--- config.mk ---
export PLATFORM = sky130hd
export DESIGN_NAME = lsu_mem_master
export DESIGN_NICKNAME = d
export VERILOG_FILES = /design/src/rtl/lsu_mem_master.sv
export SDC_FILE = /design/constraint.sdc
export NUM_CORES = 1
export LEC_CHECK = 0
export CORE_MARGIN = 2
export CORE_UTILIZATION = 35
export CTS_BUF_LIST = sky130_fd_sc_hd__clkbuf_4
export CTS_CLUSTER_DIAMETER = 50
export CTS_CLUSTER_SIZE = 14
export DETAILED_ROUTE_END_ITERATION = 8
export PLACE_DENSITY = 0.71
export SYNTH_ARGS = -nofsm -noshare
export SYNTH_HDL_FRONTEND = slang
export SYNTH_SLANG_ARGS = --single-unit
--- constraint.sdc ---
create_clock -name clk -period 3.1 [get_ports clk]
set_input_delay 0.465 -clock clk [delete_from_list [all_inputs] [get_ports clk]]
set_output_delay 0.465 -clock clk [all_outputs]
set_load 0.01 [all_outputs]
--- src/rtl/lsu_mem_master.sv ---
// Load/store initiator: RISC-V loads/stores onto a word-wide data memory port with RMW for sb/sh.
// Optional misalignment trapping is enabled by defining LSU_MISALIGN_TRAP_EN.
module lsu_mem_master #(
   parameter int MEM_WORDS = 64
) (
   input  logic        clk,
   input  logic        areset,
   input  logic        req_valid,
   output logic        req_ready,
   input  logic        req_we,
   input  logic [2:0]  req_funct3,
   input  logic [31:0] req_addr,
   input  logic [31:0] req_wdata,
   output logic        rsp_valid,
   input  logic        rsp_ready,
   output logic [31:0] rsp_rdata,
   output logic        rsp_err,
   output logic        mem_we,
   output logic [31:0] mem_a,
   output logic [31:0] mem_wd,
   input  logic [31:0] mem_rd
);
   localparam logic [31:0] MEM_WORDS_W = 32'(MEM_WORDS);

   typedef enum logic [1:0] {IDLE, ACCESS, WRITE, RESP} state_t;

   state_t      state_q, state_d;
   logic        we_q, we_d, err_q, err_d;
   logic [2:0]  f3_q, f3_d;
   logic [31:0] addr_q, addr_d, wdata_q, wdata_d;
   logic [31:0] merge_q, merge_d, rdata_q, rdata_d;

   logic        bad_f3, oob, misalign, req_err;
   logic [7:0]  lane_b;
   logic [15:0] lane_h;
   logic [31:0] ld_ext, merged;

   always_comb begin
      if (req_we) bad_f3 = req_funct3[2] | (req_funct3[1:0] == 2'b11);
      else        bad_f3 = (req_funct3 == 3'b011) | (req_funct3[2:1] == 2'b11);
      oob      = ({2'b00, req_addr[31:2]} >= MEM_WORDS_W);
      misalign = 1'b0;
`ifdef LSU_MISALIGN_TRAP_EN
      case (req_funct3[1:0])
         2'b01:   misalign = req_addr[0];
         2'b10:   misalign = |req_addr[1:0];
         default: misalign = 1'b0;
      endcase
`endif
      req_err = bad_f3 | oob | misalign;
   end

   // Lane extraction for loads and lane replacement for sb/sh, both keyed off the latched address.
   always_comb begin
      lane_b = mem_rd[{addr_q[1:0], 3'b000} +: 8];
      lane_h = addr_q[1] ? mem_rd[31:16] : mem_rd[15:0];
      case (f3_q)
         3'b000:  ld_ext = {{24{lane_b[7]}}, lane_b};
         3'b001:  ld_ext = {{16{lane_h[15]}}, lane_h};
         3'b100:  ld_ext = {24'h0, lane_b};
         3'b101:  ld_ext = {16'h0, lane_h};
         default: ld_ext = mem_rd;
      endcase
      merged = merge_q;
      if (f3_q[0]) merged[{addr_q[1], 4'b0000} +: 16] = wdata_q[15:0];
      else         merged[{addr_q[1:0], 3'b000} +: 8] = wdata_q[7:0];
   end

   always_comb begin
      state_d   = state_q;
      we_d      = we_q;
      f3_d      = f3_q;
      addr_d    = addr_q;
      wdata_d   = wdata_q;
      merge_d   = merge_q;
      rdata_d   = rdata_q;
      err_d     = err_q;
      req_ready = 1'b0;
      rsp_valid = 1'b0;
      mem_we    = 1'b0;
      mem_a     = 32'h0;
      mem_wd    = 32'h0;
      case (state_q)
         IDLE: begin
            req_ready = 1'b1;
            if (req_valid) begin
               we_d    = req_we;
               f3_d    = req_funct3;
               addr_d  = req_addr;
               wdata_d = req_wdata;
               rdata_d = 32'h0;
               err_d   = req_err;
               state_d = req_err ? RESP : ACCESS;
            end
         end
         ACCESS: begin
            mem_a = {2'b00, addr_q[31:2]};
            if (!we_q) begin
               rdata_d = ld_ext;
               state_d = RESP;
            end else if (f3_q[1]) begin
               mem_we  = 1'b1;
               mem_wd  = wdata_q;
               state_d = RESP;
            end else begin
               merge_d = mem_rd;
               state_d = WRITE;
            end
         end
         WRITE: begin
            mem_a   = {2'b00, addr_q[31:2]};
            mem_we  = 1'b1;
            mem_wd  = merged;
            state_d = RESP;
         end
         default: begin
            rsp_valid = 1'b1;
            if (rsp_ready) state_d = IDLE;
         end
      endcase
   end

   always_ff @(posedge clk or negedge areset) begin
      if (!areset) begin
         state_q <= IDLE;
         we_q    <= 1'b0;
         f3_q    <= 3'b000;
         addr_q  <= 32'h0;
         wdata_q <= 32'h0;
         merge_q <= 32'h0;
         rdata_q <= 32'h0;
         err_q   <= 1'b0;
      end else begin
         state_q <= state_d;
         we_q    <= we_d;
         f3_q    <= f3_d;
         addr_q  <= addr_d;
         wdata_q <= wdata_d;
         merge_q <= merge_d;
         rdata_q <= rdata_d;
         err_q   <= err_d;
      end
   end

   assign rsp_rdata = rdata_q;
   assign rsp_err   = err_q;
endmodule

==> results of run 1 <==
per-stage QoR:
| step | hold WS [ns] | setup slack (ns) | cells | TNS (ns) |
|---|---|---|---|---|
| 2_1_floorplan | 0.169 | 0.632 | 617 | 0 |
| 3_3_place_gp | 0.464 | 0.217 | 1057 | 0 |
| 3_5_place_dp | 0.472 | 0.196 | 1057 | 0 |
| 4_1_cts | 0.468 | -0.171 | 1095 | -0.452 |
| 5_1_grt | 0.445 | -0.104 | 1100 | -0.465 |
| 6_report | 0.499 | 0.108 | 1100 | 0 |
registers in the layout (all words and copies together), names as in the netlist:
register	flops
addr_q	32
f3_q	3
merge_q	32
rsp_err	1
rsp_rdata	32
state_q	2
wdata_q	32
we_q	1
worst register-to-register path, cell delays in order (launching register included):
cell     delay (ns)
dfrtp_1        0.42
inv_1          0.16
ha_1           0.19
buf_4          0.19
nor2b_1        0.32
nand2_2        0.24
nor2_1         0.88
a221o_2        0.31
worst paths after layout:
| kind | start | end | slack [ns] | cells after the start |
|---|---|---|---|---|
| setup / recovery | addr_q[1]$_DFFE_PN0P_ | mem_wd[1] | 0.11 | 9 |
| hold / removal | rsp_rdata[2]$_DFFE_PN0P_ | rsp_rdata[2]$_DFFE_PN0P_ | 0.50 | 2 |
| setup reg to reg | state_q[1]$_DFFE_PN0P_ | rsp_rdata[20]$_DFFE_PN0P_ | 0.34 | 7 |
| hold reg to reg | rsp_rdata[2]$_DFFE_PN0P_ | rsp_rdata[2]$_DFFE_PN0P_ | 0.50 | 2 |
| max in group asynchronous | areset | rsp_rdata[11]$_DFFE_PN0P_ | 1.72 | 3 |
| min in group asynchronous | areset | rsp_rdata[30]$_DFFE_PN0P_ | 0.52 | 2 |
cell usage after synthesis (9+ instances only):
| master | count |
|---|---|
| dfrtp_1 | 135 |
| mux2_2 | 102 |
| nand2_1 | 45 |
| o21ai_0 | 35 |
| and2_1 | 30 |
| a221o_1 | 28 |
| clkbuf_1 | 25 |
| nor2b_1 | 19 |
| a21oi_1 | 18 |
| inv_1 | 18 |
| a32oi_1 | 16 |
| mux2i_1 | 16 |
| buf_1 | 10 |
| ha_1 | 9 |
kinds of logic (layout without fill, tap and decap cells):
group | Yosys count | count (layout)
flops | 135 | 135
buf+inv | 67 | 284
fa+ha+maj | 9 | 9
other cells | 1 | 3
simple gates | 129 | 129
compound gates | 155 | 155
mux | 120 | 120
power by group:
part,switching [mW],internal (mW),leakage [nW]
clock network,0.738,0.413,0.144
logic,2.78,3.17,2.33
registers,0.703,2.63,1.64
total,4.22,6.22,4.12
what timing repair did:
item,CTS,global route
hold endpoints to repair,79,0
endpoints found under the setup margin,63,55
gates cloned,0,1
hold buffers,1,0
pin swaps,6,7
resized for setup,63,41
buffers inserted,5,4
layout make-up:
type / count / area (um^2)
Timing Repair Buffer: 234 / 2230
Tap cell: 265 / 332
Antenna cell: 1 / 2.50
Multi-Input combinational cell: 415 / 3470
Fill cell: 1786 / 9840
Clock buffer: 17 / 128
Sequential cell: 135 / 3380
Clock inverter: 15 / 143
Inverter: 18 / 67.6
layer usage:
layer,track usage,up-vias,share of wire
met5,0,-,0.00055
met4,0.0730,2,0.022
met3,0.0687,39,0.072
met2,0.327,220,0.48
met1,0.260,2837,0.43
li1,-,2697,-
==> summary.txt, run 1 <==
Cells and area
  • Layout cells sized above 1: 0.253
  • Post-layout util: 0.498
  • Area growth from synthesis to layout: 38.4%
  • Commonest non-fill, non-tap cell in the layout: clkdlybuf4s50_1
  • Final nets: 934
  • Design Area, Final: 0.00975 mm^2
  • Commonest non-fill, non-tap cells in the layout: clkdlybuf4s50_1, dfrtp_1, mux2_2

Clocking
  • CTS root buffer: clkbuf_4
  • CTS tree: yes
  • Clock net sink count: 135
  • Clock slew at reported path FFs: 0.13 ns
  • Later-pin clock latency in the skew report: 0.56 ns
  • TritonCTS Buffers: 17
  • Max Buffers Root-to-Sink: 2
  • Htree depth: 4

Logic synthesis
  • Top cells by area, synth: dfrtp_1, mux2_2, a221o_1, and2_1, o21ai_0
  • Gate count of the mapped netlist: 616
  • Cell taking the most area after synthesis: dfrtp_1
  • Number of synthesized flops with an enable pin: 0
  • Synth Flop Type: dfrtp_1
  • Post-synthesis register bit count: 135
  • Post-Synth Adder-Cell Area: 0.0160
  • Synthesized area per cell: 11.4 um^2
  • Post-Syn Area: 0.00704 mm^2
  • Post-synthesis sequential area ratio: 0.480
  • Yosys cell types: 49
  • Compound-Gate Fraction of Synth Area: 0.172
  • Synth top area share: 0.480
  • Post-synthesis mux area share: 0.190
  • Warnings, synthesis: 0
  • Post-Synth Simple-Gate Area: 0.100
  • Async set-reset flop share out of synthesis: 1.00
  • Post-Synth XOR/XNOR Area: 0
  • Largest family of logic cells by synthesized area: multiplexers

Job
  • Max-cap violations: 0

Die
  • Die height: 146 um
  • Chip Width: 146 um
  • Initial core utilization: 0.360
  • Die area: 0.0213 mm^2
  • Number of core rows: 51
  • Core area: 0.0196 mm^2
  • I/O pins: 204

Drt
  • DR WL/cell: 20.0 um
  • Routed vias/inst: 5.27
  • Final ANT Viol Nets: 0
  • 1st-iter DRT viols: 386
  • WL final: 22.0 mm
  • DRC viols: 0
  • Pre-Repair DR Iteration Count: 5
  • Via count: 5,795

Timing
  • Worst-margin pin slew: 1.08 ns
  • Skew final: 0.0214 ns
  • Slew Limit Fails: 0
  • Min Tclk post-route: 2.99 ns
  • RSZ-0062 raised after global routing: true
  • Fin crit share: 0.965
  • Count of final setup violators: 0
  • Normalized max-slew margin: 0.276
  • Max Clock Freq: 334 MHz
  • Final Hold Viols: 0

Global routing
  • Grt ovf: 0
  • Vias in the first global route: 5,885
  • Largest net degree at the start of global routing: 83
  • First-pass GRT wire length: 33.7 mm
  • Initial antenna violation count: 2
  • Total track usage: 0.205

Place
  • Routability Congestion: 0.827
  • Port bufs: 201
  • HPWL Detailed: 16.0 mm
  • Post-DP Area: 0.00935 mm^2

Worst setup path
  • Largest stage delay, worst path: 0.46 ns
  • Setup crit start kind: register
  • WP data arrival: 2.53 ns
  • Crit path top cell by count: buf_4
  • Critical Path Fanout Max: 6
  • CP max stage cell: dfrtp_2
  • Top Family by Delay on Critical Path: buffers and inverters
  • Worst Setup Path Type: register to output port
  • CP Cell Sequence: inv_2 > ha_4 > nand4bb_1 > nor2_4 > buf_4 > buf_4 > o21ai_0 > a21boi_1 > dlygate4sd2_1
  • Worst endpoint required time: 2.63 ns
  • CP bufs+invs: 4
  • CP endpoint kind: output port

Power
  • Worst vdd rail ir drop: 0.000535 V
  • Final Total Pwr: 10.4 mW
  • Pwr Density: 1070 mW/mm^2
  • Leak Pwr: 4.12 nW

Run status
  • Outcome: completed

Worst hold path
  • Hold Path Class: register to register
(Power assumes the default switching activity.)
==> inputs of run 2 (changes only) <==
--- a/config.mk
+++ b/config.mk
@@ -11,7 +11,7 @@
 export CTS_CLUSTER_DIAMETER = 50
 export CTS_CLUSTER_SIZE = 14
 export DETAILED_ROUTE_END_ITERATION = 8
-export PLACE_DENSITY = 0.71
+export PLACE_DENSITY = 0.73
 export SYNTH_ARGS = -nofsm -noshare
 export SYNTH_HDL_FRONTEND = slang
 export SYNTH_SLANG_ARGS = --single-unit
==> constraint.sdc (replaced) <==
create_clock -name clk -period 2.6 [get_ports clk]
set_input_delay 0.39 -clock clk [delete_from_list [all_inputs] [get_ports clk]]
set_output_delay 0.39 -clock clk [all_outputs]
set_load 0.01 [all_outputs]
==> summary.txt, run 2 (synthesis results as in run 1) <==
Run status
  • Outcome: finished with violations
  • Failing checks: setup timing

Timing
  • Skew final: 0.0175 ns (-0.00385 ns)
  • Hold WS: 0.352 ns (-0.147 ns)
  • Normalized max-slew margin: 0.446 (+0.170)
  • Slew Limit Fails: 0 (unchanged)
  • Fin crit share: 1.07
  • Max Clock Freq: 360 MHz
  • Setup ws final: -0.181 ns (-0.289 ns)
  • Min Tclk post-route: 2.78 ns
  • Final Hold Viols: 0 (unchanged)
  • Worst-margin pin slew: 0.831 ns (-0.252 ns)
  • RSZ-0062 raised after global routing: true
  • Count of final setup violators: 32 (+32)

Place
  • HPWL Detailed: 16.4 mm (+2.0%)
  • Post-DP Area: 0.00949 mm^2 (+1.5%)
  • Worst slack, placed: -0.0392 ns (-0.235 ns)
  • Routability Congestion: 0.794 (-4.0%)
  • Port bufs: 201 (unchanged)

Die
  • Number of core rows: 51 (unchanged)
  • Core area: 0.0196 mm^2 (unchanged)
  • Initial core utilization: 0.360 (unchanged)
  • Chip Width: 146 um (unchanged)
  • Die height: 146 um (unchanged)
  • I/O pins: 204 (unchanged)
  • Die area: 0.0213 mm^2 (unchanged)

Clocking
  • Max Buffers Root-to-Sink: 2 (unchanged)
  • Clock slew at reported path FFs: 0.13 ns (about the same)
  • TritonCTS Buffers: 17 (unchanged)
  • Later-pin clock latency in the skew report: 0.55 ns (about the same)
  • Clock net sink count: 135 (unchanged)
  • Htree depth: 4 (unchanged)
  • CTS root buffer: clkbuf_4
  • CTS tree: yes

Worst setup path
  • Worst Setup Path Type: register to output port
  • WP data arrival: 2.39 ns (-0.14 ns)
  • Worst endpoint required time: 2.21 ns (-0.42 ns)
  • CP max stage cell: dfrtp_1
  • Crit path top cell by count: buf_4
  • CP endpoint kind: output port
  • Critical Path Fanout Max: 7 (+1)
  • CP Cell Sequence: inv_2 > buf_4 > ha_2 > inv_1 > nor4_4 > buf_4 > a22oi_1 > o2bb2ai_1 > buf_2
  • Largest stage delay, worst path: 0.45 ns (about the same)
  • Setup crit start kind: register

Global routing
  • Total track usage: 0.208 (+0.00364)
  • Largest net degree at the start of global routing: 67 (-19%)
  • Grt ovf: 0 (unchanged)
  • Vias in the first global route: 5,955 (+1.2%)
  • First-pass GRT wire length: 34.4 mm (+2.1%)
  • Initial antenna violation count: 0 (-2)

Power
  • Pwr Density: 1270 mW/mm^2 (+19%)
  • Final Total Pwr: 12.6 mW (+21%)
  • Worst vdd rail ir drop: 0.000700 V (+31%)
  • Leak Pwr: 4.31 nW (+4.6%)

Cells and area
  • Storage element area: 0.00338 mm^2 (about the same)
  • Layout cells sized above 1: 0.308 (+0.0554)
  • Commonest non-fill, non-tap cells in the layout: clkdlybuf4s50_1, dfrtp_1, mux2_2
  • Design Area, Final: 0.00996 mm^2 (+2.2%)
  • Number of inserted diodes: 0 (-1)
  • Commonest non-fill, non-tap cell in the layout: clkdlybuf4s50_1
  • Area growth from synthesis to layout: 41.4%
  • Footprint of the multi-input gates: 0.00356 mm^2 (+2.5%)
  • Final nets: 956 (+2.4%)
  • Filler cell count: 1,817 (+1.7%)

Drt
  • Via count: 5,928 (+2.3%)
  • WL final: 22.5 mm (+2.3%)
  • Pre-Repair DR Iteration Count: 6 (+1)
  • 1st-iter DRT viols: 416 (+7.8%)
  • DR WL/cell: 20.1 um (+0.39%)
  • DRC viols: 0 (unchanged)
  • Final ANT Viol Nets: 0 (unchanged)
  • Routed vias/inst: 5.29 (+0.38%)

Job
  • Max-cap violations: 0 (unchanged)

Worst hold path
  • Hold Path Class: input port to asynchronous set/reset pin
==> run 2: cell types whose count changed in the layout (fill, tap and decap cells not counted), sizes merged, moves of 3 or more <==
| cell | previous run | this run |
|---|---|---|
| clkdlybuf4s50 | 168 | 137 |
| buf | 38 | 84 |
| inv | 24 | 21 |
| clkbuf | 27 | 19 |
| dlygate4sd2 | 14 | 30 |
==> run 2: critical path: cells and delay by family (launching register included) <==
kind	cells	cell delay [ns]
compound gates	2	0.31
fa+ha+maj	1	0.18
buf+inv	5	0.72
flops	1	0.45
simple gates	1	0.19
==> run 2: final timing paths <==
check	depth (start not counted)	slack [ns]	startpoint	to
max	9	-0.18	addr_q[1]$_DFFE_PN0P_	mem_wd[8]
min	2	0.35	areset	rsp_rdata[20]$_DFFE_PN0P_
max reg2reg	7	0.27	state_q[1]$_DFFE_PN0P_	rsp_rdata[19]$_DFFE_PN0P_
min reg2reg	2	0.50	rsp_rdata[4]$_DFFE_PN0P_	rsp_rdata[4]$_DFFE_PN0P_
max in group asynchronous	3	1.52	areset	merge_q[27]$_DFFE_PN0P_
min in group clk	2	0.44	req_wdata[4]	wdata_q[4]$_DFFE_PN0P_
==> run 2: what timing repair did <==
item,in CTS,in global routing
gates resized for setup,204,21
buffers inserted,12,6
hold endpoints to repair,51,0
cloned,2,0
endpoints found under the setup margin,79,33
hold buffers,1,0
pin swaps,37,26
==> run 2: cell type report <==
class	instances	share of cell area
well taps	265	0.0333
repair buffers	256	0.240
clock inverters	15	0.0106
flip-flops and latches	135	0.339
inverters	18	0.00678
multi-input cells	415	0.357
clock buffers	17	0.0128
==> run 2: through the flow <==
step,cells,setup TNS (ns),utilization
2_1_floorplan,617,0,-
3_3_place_gp,1069,-0.00485,0.484
3_5_place_dp,1069,-0.468,0.484
4_1_cts,1116,-3.61,0.503
5_1_grt,1121,-8.25,0.508
6_report,1121,-3.44,0.508
==> run 2: where the power goes <==
group	switching (mW)	total (mW)	internal [mW]
Clock	0.850	1.23	0.376
Combinational	3.42	7.39	3.96
Sequential	0.885	4.02	3.14
==> run 2: metal layers <==
metal,vias up,part of all wire,track usage
met3,27,0.063,0.0608
met2,212,0.50,0.349
li1,2732,-,-
met1,2957,0.42,0.260
met4,0,0.018,0.0667
met5,-,0,0
==> inputs of run 3 (changes only) <==
--- a/config.mk
+++ b/config.mk
@@ -6,12 +6,13 @@
 export NUM_CORES = 1
 export LEC_CHECK = 0
 export CORE_MARGIN = 2
-export CORE_UTILIZATION = 35
+export CORE_UTILIZATION = 50
 export CTS_BUF_LIST = sky130_fd_sc_hd__clkbuf_4
 export CTS_CLUSTER_DIAMETER = 50
 export CTS_CLUSTER_SIZE = 14
 export DETAILED_ROUTE_END_ITERATION = 8
-export PLACE_DENSITY = 0.73
+export DONT_BUFFER_PORTS = 1
+export PLACE_DENSITY = 0.77
 export SYNTH_ARGS = -nofsm -noshare
 export SYNTH_HDL_FRONTEND = slang
 export SYNTH_SLANG_ARGS = --single-unit
==> summary.txt, run 3 (synthesis results as in run 1) <==
Place
  • HPWL Detailed: 14.5 mm (-11%)
  • Post-DP Area: 0.00743 mm^2 (-22%)
  • Routability Congestion: 0.856 (+7.8%)
  • DP Cell Count: 796 (-26%)
  • Worst slack, placed: -0.278 ns (-0.239 ns)
  • Port bufs: 0 (-100%)

Drt
  • Pre-Repair DR Iteration Count: 7 (+1)
  • Final ANT Viol Nets: 0 (unchanged)
  • DR WL/cell: 23.6 um (+18%)
  • Via count: 5,890 (-0.64%)
  • DRC viols: 0 (unchanged)
  • 1st-iter DRT viols: 478 (+15%)
  • Routed vias/inst: 6.27 (+18%)
  • WL final: 22.2 mm (-1.5%)

Cells and area
  • Final nets: 859 (-10%)
  • Area growth from synthesis to layout: 28.2%
  • Post-route insts no fill: 940 (-16%)
  • Design Area, Final: 0.00903 mm^2 (-9.3%)
  • Post-layout util: 0.653 (+0.145)
  • Storage element area: 0.00338 mm^2 (unchanged)
  • Layout cells sized above 1: 0.325 (+0.0170)
  • Commonest non-fill, non-tap cells in the layout: dfrtp_1, mux2_2, dlygate4sd3_1
  • Filler cell count: 1,000 (-45%)
  • Footprint of the multi-input gates: 0.00358 mm^2 (+0.67%)
  • Commonest non-fill, non-tap cell in the layout: dfrtp_1

Power
  • Pwr Density: 1310 mW/mm^2 (+3.1%)
  • Final Total Pwr: 11.8 mW (-6.5%)
  • Leak Pwr: 3.84 nW (-11%)
  • Worst vdd rail ir drop: 0.000657 V (-6.1%)

Worst setup path
  • Worst r2r src: addr_q[0]$_DFFE_PN0P_
  • WP data arrival: 2.51 ns (+0.12 ns)
  • Worst endpoint required time: 2.21 ns (about the same)
  • Setup crit start kind: register
  • CP startpoint: addr_q[0]$_DFFE_PN0P_
  • Critical Path Fanout Max: 7 (unchanged)
  • CP endpoint kind: output port
  • Worst Setup Path Type: register to output port

Timing
  • Final Hold Viols: 135 (+135)
  • Slew Limit Fails: 0 (unchanged)
  • Hold WS: -0.497 ns (-0.849 ns)
  • RSZ-0062 raised after global routing: true
  • Min Tclk post-route: 2.90 ns (+0.121 ns)
  • Count of final setup violators: 32 (unchanged)
  • TNS Setup: -6.20 ns (-2.76 ns)
  • Max Clock Freq: 345 MHz (-4.2%)
  • Setup ws final: -0.302 ns (-0.121 ns)
  • Skew final: 0.0326 ns (+0.0151 ns)
  • Normalized max-slew margin: 0.560 (+0.114)
  • Fin crit share: 1.12 (+0.0465)
  • Worst-margin pin slew: 0.659 ns (-0.172 ns)

Clocking
  • Htree depth: 4 (unchanged)
  • Clock slew at reported path FFs: 0.13 ns (about the same)
  • Later-pin clock latency in the skew report: 0.57 ns (+0.02 ns)
  • Hold buffer count at CTS: 97 (+96)
  • TritonCTS Buffers: 17 (unchanged)
  • Clock net sink count: 135 (unchanged)
  • Max Buffers Root-to-Sink: 2 (unchanged)
  • CTS tree: yes
  • CTS root buffer: clkbuf_4

Die
  • Die area: 0.0151 mm^2 (-29%)
  • Chip Width: 123 um (-16%)
  • Die height: 123 um (-16%)
  • Core area: 0.0138 mm^2 (-29%)
  • I/O pins: 204 (unchanged)
  • Initial core utilization: 0.509 (+0.150)
  • Number of core rows: 43 (-16%)

Run status
  • Failing checks: hold timing, setup timing
  • Outcome: finished with violations

Global routing
  • First-pass GRT wire length: 33.5 mm (-2.7%)
  • Largest net degree at the start of global routing: 136 (+100%)
  • Total track usage: 0.297 (+0.0883)
  • Grt ovf: 0 (unchanged)
  • Vias in the first global route: 6,125 (+2.9%)
  • Initial antenna violation count: 1 (+1)

Worst hold path
  • Hold Path Class: input port to asynchronous set/reset pin

Job
  • Max-cap violations: 0 (unchanged)
==> run 3: cell types whose count changed in the layout (fill, tap and decap cells not counted), sizes merged, moves of 3 or more <==
cell,delta
clkdlybuf4s50,-137
dlygate4sd3,+96
dlygate4sd2,-30
buf,-22
clkinvlp,-3
inv,+3
==> run 3: path summary, 6_finish.rpt <==
kind                                        endpoint  slack (ns)  cells past startpoint
max                                        mem_wd[6]       -0.30                      9
min                         rsp_rdata[3]$_DFFE_PN0P_       -0.50                      0
max reg2reg                rsp_rdata[19]$_DFFE_PN0P_        0.36                      8
min reg2reg                  merge_q[11]$_DFFE_PN0P_        0.52                      2
max in group asynchronous     wdata_q[6]$_DFFE_PN0P_        2.92                      0
min in group clk             merge_q[12]$_DFFE_PN0P_        0.03                      2
==> run 3: report_power, final <==
part           switching [mW]  internal [mW]  total [mW]
clock network           0.885          0.510        1.40
logic                    3.14           3.02        6.16
registers                1.12           3.14        4.26
total                    5.14           6.67        11.8
==> run 3: what timing repair did <==
item / CTS / global route
hold endpoints to repair: 248 / 135
buffers inserted: 7 / 8
resized for setup: 53 / 15
endpoints found under the setup margin: 48 / 67
pin swaps: 38 / 18
==> run 3: area by class of cell <==
type | instances | share of cell area
Multi-Input combinational cell | 415 | 0.397
Sequential cell | 135 | 0.374
Timing Repair Buffer | 159 | 0.166
Tap cell | 180 | 0.0249
Clock inverter | 14 | 0.0157
Clock buffer | 18 | 0.0150
Inverter | 18 | 0.00804
Antenna cell | 1 | 0.000277
==> run 3: layer usage <==
layer / GRT usage / vias up / wire length, um
met2: 0.488 / 330 / 11200
met3: 0.0920 / 77 / 1820
met4: 0.159 / 0 / 1120
li1: - / 2552 / -
met5: 0 / - / 0
met1: 0.346 / 2931 / 8070
==> run 3: critical path, stage by stage (launching register included) <==
cell,delay (ns)
dfrtp_1,0.43
inv_2,0.11
ha_4,0.22
buf_6,0.13
nand4bb_1,0.21
nor2_2,0.20
buf_6,0.15
o21ai_1,0.06
a21boi_1,0.27
buf_4,0.18
